==> config.mk <==
export PLATFORM = sky130hd
export DESIGN_NAME = loop_nest_counter
export DESIGN_NICKNAME = d
export VERILOG_FILES = /design/src/rtl/loop_nest_counter.sv
export SDC_FILE = /design/constraint.sdc
export NUM_CORES = 1
export LEC_CHECK = 0
export ABC_AREA = 1
export ABC_CLOCK_PERIOD_IN_PS = 1770
export CORE_MARGIN = 2
export CORE_UTILIZATION = 30
export DETAILED_ROUTE_END_ITERATION = 7
export PLACE_DENSITY = 0.55
export REMOVE_ABC_BUFFERS = 1
export SLEW_MARGIN = 30
export SYNTH_ARGS = -nofsm -noshare
export SYNTH_HDL_FRONTEND = slang
export SYNTH_SLANG_ARGS = --single-unit
==> constraint.sdc <==
create_clock -name clk -period 1.77 [get_ports clk]
set_input_delay 0.354 -clock clk [delete_from_list [all_inputs] [get_ports clk]]
set_output_delay 0.354 -clock clk [all_outputs]
set_load 0.05 [all_outputs]
==> src/rtl/loop_nest_counter.sv <==
// Cascaded modulo counters forming a LEVELS-deep loop nest (level 0 innermost),
// with runtime limits, start/busy/done handshake, stall enable and synchronous abort.
module loop_nest_counter #(
  parameter int LEVELS = 3,
  parameter int CNT_W  = 8
) (
  input  logic                      clk,
  input  logic                      rst,
  input  logic                      start,
  input  logic                      abort,
  input  logic [LEVELS*CNT_W-1:0]   limits,
  input  logic                      en,
  output logic [LEVELS*CNT_W-1:0]   counts,
  output logic [LEVELS-1:0]         wrap,
  output logic                      busy,
  output logic                      last,
  output logic                      done
);

  typedef enum logic {IDLE = 1'b0, RUN = 1'b1} state_e;

  state_e            state_q, state_d;
  logic              done_q, done_d;
  logic [LEVELS-1:0] term;
  logic [LEVELS:0]   carry;
  logic              step;
  logic              load;
  logic              clear;

  assign step     = (state_q == RUN) & en & ~abort;
  assign load     = (state_q == IDLE) & start;
  assign clear    = (state_q == RUN) & abort;
  assign carry[0] = step;

  // A level advances when every inner level sits at its terminal count;
  // a level at its own terminal wraps to zero and passes the carry outward.
  for (genvar gi = 0; gi < LEVELS; gi++) begin : g_lvl
    logic [CNT_W-1:0] cnt_q, cnt_d;
    logic [CNT_W-1:0] lim_q, lim_d;

    assign term[gi]    = (cnt_q == lim_q);
    assign carry[gi+1] = carry[gi] & term[gi];
    assign counts[gi*CNT_W +: CNT_W] = cnt_q;

    always_comb begin
      cnt_d = cnt_q;
      lim_d = lim_q;
      if (load) begin
        cnt_d = '0;
        lim_d = limits[gi*CNT_W +: CNT_W];
      end else if (clear) begin
        cnt_d = '0;
      end else if (carry[gi]) begin
        cnt_d = term[gi] ? '0 : cnt_q + 1'b1;
      end
    end

    always_ff @(posedge clk) begin
      if (rst) begin
        cnt_q <= '0;
        lim_q <= '0;
      end else begin
        cnt_q <= cnt_d;
        lim_q <= lim_d;
      end
    end
  end

  // State register
  always_ff @(posedge clk) begin
    if (rst) begin
      state_q <= IDLE;
      done_q  <= 1'b0;
    end else begin
      state_q <= state_d;
      done_q  <= done_d;
    end
  end

  // Next-state logic; carry[LEVELS] is a step taken on the final tuple
  always_comb begin
    state_d = state_q;
    done_d  = 1'b0;
    case (state_q)
      IDLE: begin
        if (start) state_d = RUN;
      end
      RUN: begin
        if (abort) begin
          state_d = IDLE;
        end else if (carry[LEVELS]) begin
          state_d = IDLE;
          done_d  = 1'b1;
        end
      end
      default: state_d = IDLE;
    endcase
  end

  // Outputs
  always_comb begin
    busy = (state_q == RUN);
    last = (state_q == RUN) & (&term);
    wrap = carry[LEVELS:1];
    done = done_q;
  end

endmodule

==> flow_metrics.tcl <==
set metrics [dict create \
    rsz_0062_raised_after_global_routing "true" \
    timing_max_transition_violations_final 0 \
    power.sequential.fraction_pct 47.5 \
    synth_area_leaders "sky130_fd_sc_hd__dfxtp_1 (38%), sky130_fd_sc_hd__nand2_1 (16%), sky130_fd_sc_hd__xor2_1 (6.3%)" \
    yosysMostFrequentCell "sky130_fd_sc_hd__nand2_1" \
    max_slew_margin_pct 77.16 \
    power.density_cell_area_nw_per_um2 617.3 \
    synth_fa_ha_area_share_pct 1.421 \
    fin_tns_setup_ps -775.0 \
    vias 2726 \
    grt_antenna_before_repair 0 \
    yosysWarnings 0 \
    max_freq_mhz 484.2 \
    finalHoldViolations 0 \
    detailed_placement_hpwl_mm 5.269 \
    layout_worst_path_cycle_share_pct 116.7 \
    cp_max_fo 3 \
    post_synth_num_cell_types 25 \
    finalNetCount 532 \
    firstDrtPassIters 5 \
    timing.final.crit_period_ps 2065 \
    wl_per_cell_um 12.04 \
    cts_tree "built" \
    numClockSinks 50 \
    overflow 0 \
    max_slew.worst_pin.slew_ps 342.6 \
    io_pins 59 \
    total_power_uw 2527 \
    area_delta_synth_final_pct 55.00 \
    filler_cell_count 865 \
    detail_route.iter0.violations 93 \
    antenna_left 0 \
    ys_seq_elements 50 \
    wp_data_arrival_ps 1710 \
    postSynthAreaPerCell_um2 6.860 \
    p_switching_uw 716.1 \
    outcome "complete, but fails checks" \
    complex_gate_fraction_of_the_synthesized_area_pct 11.51 \
    post_synthesis_instance_area_um2 2641 \
    final_layout_size_suffix_gt1_share_pct 38.92 \
    post_synth_mux_area_share_pct 0 \
    ctsLongestPathBuffers 2 \
    async_sr_flop_fraction_pct 0 \
    endpoint_kind "output port" \
    grt_start_max_net_pins 34 \
    initial_utilization_pct 30.59 \
    numCtsBuffers 5 \
    internal-power_uw 1811 \
    yosys.area_share.xor_xnor_pct 7.627 \
    area_fraction_in_and_or_nand_and_nor_cells_after_synthesis_pct 32.83 \
    dieWidth_um 97.83 \
    count_of_maximum_capacitance_violations 0 \
    gr-usage-all-layers_pct 15.72 \
    largest_family_of_logic_cells_by_synthesized_area "simple AND/OR/NAND/NOR gates" \
    synth_enable_flop_cells 0 \
    worstSetupStartpointType "flop" \
    number_of_endpoints_failing_setup_at_the_final_stage 4 \
    vdd_drop_max_v 0.0003337 \
    combinationalPowerShare_pct 19.9 \
    setup_ws_ps -295.4 \
    dieArea_um2 9571 \
    hold_buffer_count_at_cts 0 \
    worst-endpoint-required_ps 1420 \
    post_drt_via_cell_ratio 4.476 \
    synth-seq-area-share_pct 37.90 \
    netSwitchingFraction_pct 28.34 \
    synthCells 385 \
    grt_pass1_wl_mm 12.30 \
    share_clk_of_total_power_pct 32.5 \
    power_leakage_uw 0.001838 \
    synth_top_area_share_pct 37.90 \
    grt_pass1_vias 2631 \
    placementRows 34 \
    violations "negative setup slack" \
    holdCritPathClass "reg -> reg" \
    gp_congestion 0.8520 \
    finClkSkew_ps 11.80 \
    ctsHtreeMaxLevel 2 \
    drt_wl_total_mm 7.335 \
    coreArea_um2 8636 \
    drc 0 \
    critPathKind "reg -> out" \
    insertedDiodeCount 0 \
    die-height_um 97.83 \
    post-synth-top-area-cell "sky130_fd_sc_hd__dfxtp_1" \
    clock_network_latency_to_the_later_pin_of_the_worst_skew_pair_ps 310 \
    io_buffers 58 \
    leading_cell_types_by_count_after_synthesis "sky130_fd_sc_hd__nand2_1 (113), sky130_fd_sc_hd__dfxtp_1 (50), sky130_fd_sc_hd__nor2_1 (40)" \
    ys.flop_type "sky130_fd_sc_hd__dfxtp_1" \
    clk_transition_reported_paths_ps 100 \
    clock_tree.root_cell "sky130_fd_sc_hd__clkbuf_8" \
]
placed cells by master, fill, tap and decap left out, drive strengths merged:
master,synthesis,layout
a21oi,31,31
buf,3,89
bufinv,0,1
clkbuf,6,6
clkdlybuf4s50,0,28
clkinvlp,0,1
dfxtp,50,50
ha,3,3
inv,50,50
nand2,116,116
nand3,24,24
nand4,4,4
nor2,46,46
nor3,4,4
nor3b,2,2
o21ai,23,23
xnor2,4,4
xor2,19,19
final cells by class:
type,count,area (um2),area share [%]
Timing Repair Buffer,117,1069,26.10
Multi-Input combinational cell,276,1525,37.26
Clock buffer,6,72.57,1.773
Inverter,50,200.2,4.890
Sequential cell,50,1055,25.76
Clock inverter,2,37.54,0.9169
Tap cell,108,135.1,3.301
cells by family (layout without fill, tap and decap cells):
group / after synthesis / after routing
buffers and inverters: 59 / 175
adder cells (fa/ha/maj): 3 / 3
AO/OA/AOI/OAI: 54 / 54
AND/OR/NAND/NOR: 196 / 196
flip-flops: 50 / 50
XOR/XNOR: 23 / 23
path summary, 6_finish.rpt:
path / slack [ps] / cells after the start / startpoint / end
worst max-delay path: -300 / 8 / g_lvl[2].lim_q[6] / last
worst min-delay path: 460 / 2 / g_lvl[1].lim_q[0] / g_lvl[1].lim_q[0]
worst max register to register: 180 / 13 / g_lvl[1].cnt_q[3] / g_lvl[2].cnt_q[1]
worst min register to register: 460 / 2 / g_lvl[1].lim_q[0] / g_lvl[1].lim_q[0]
state kept, by name, summed over array words and instances, names as in the netlist:
name,cells
g_lvl.cnt_q,24
g_lvl.lim_q,24
busy,1
done,1
critical path, cell delays in order (launching register included):
cell and delay (ps):
sky130_fd_sc_hd__dfxtp_1 350, sky130_fd_sc_hd__xor2_1 180, sky130_fd_sc_hd__nor2_1 150, sky130_fd_sc_hd__nand2_1 110
sky130_fd_sc_hd__nor2_4 160, sky130_fd_sc_hd__nand2_4 90, sky130_fd_sc_hd__nor3_2 110, sky130_fd_sc_hd__buf_4 140
sky130_fd_sc_hd__buf_12 120
power by group through the flow:
stage / logic, uW / registers, uW / clock network (uW)
after global routing: 557 / 1210 / 892
after floorplan: 231 / 1230 / 0
after detailed placement: 410 / 1230 / 0
after CTS: 462 / 1200 / 839
final: 503 / 1200 / 823
after global placement: 408 / 1230 / 0
stage by stage:
stage	hold WS [ps]	cells	setup WS (ps)	cell area (um2)	util [%]
2_1_floorplan	436.9	376	-1023	2601	-
3_5_place_dp	453.3	589	-195.2	3707	42.93
3_3_place_gp	449.7	589	-155.4	3707	42.93
6_report	463.8	609	-295.4	4094	47.41
5_1_grt	479.3	609	-377.8	4094	47.41
4_1_cts	465.9	607	-251.6	3970	45.97
routing by layer:
| metal | global-route usage, % | wire (um) |
|---|---|---|
| met2 | 26.13 | 3446 |
| met3 | 2.649 | 296 |
| met5 | 0 | 0 |
| met4 | 4.701 | 70 |
| met1 | 20.95 | 3522 |
timing repair:
item	in CTS	in global routing
pin swaps	10	20
setup buffers	10	2
setup endpoints to repair	4	13
resized for setup	34	50
No activity file was read; power rests on OpenSTA's default activity.
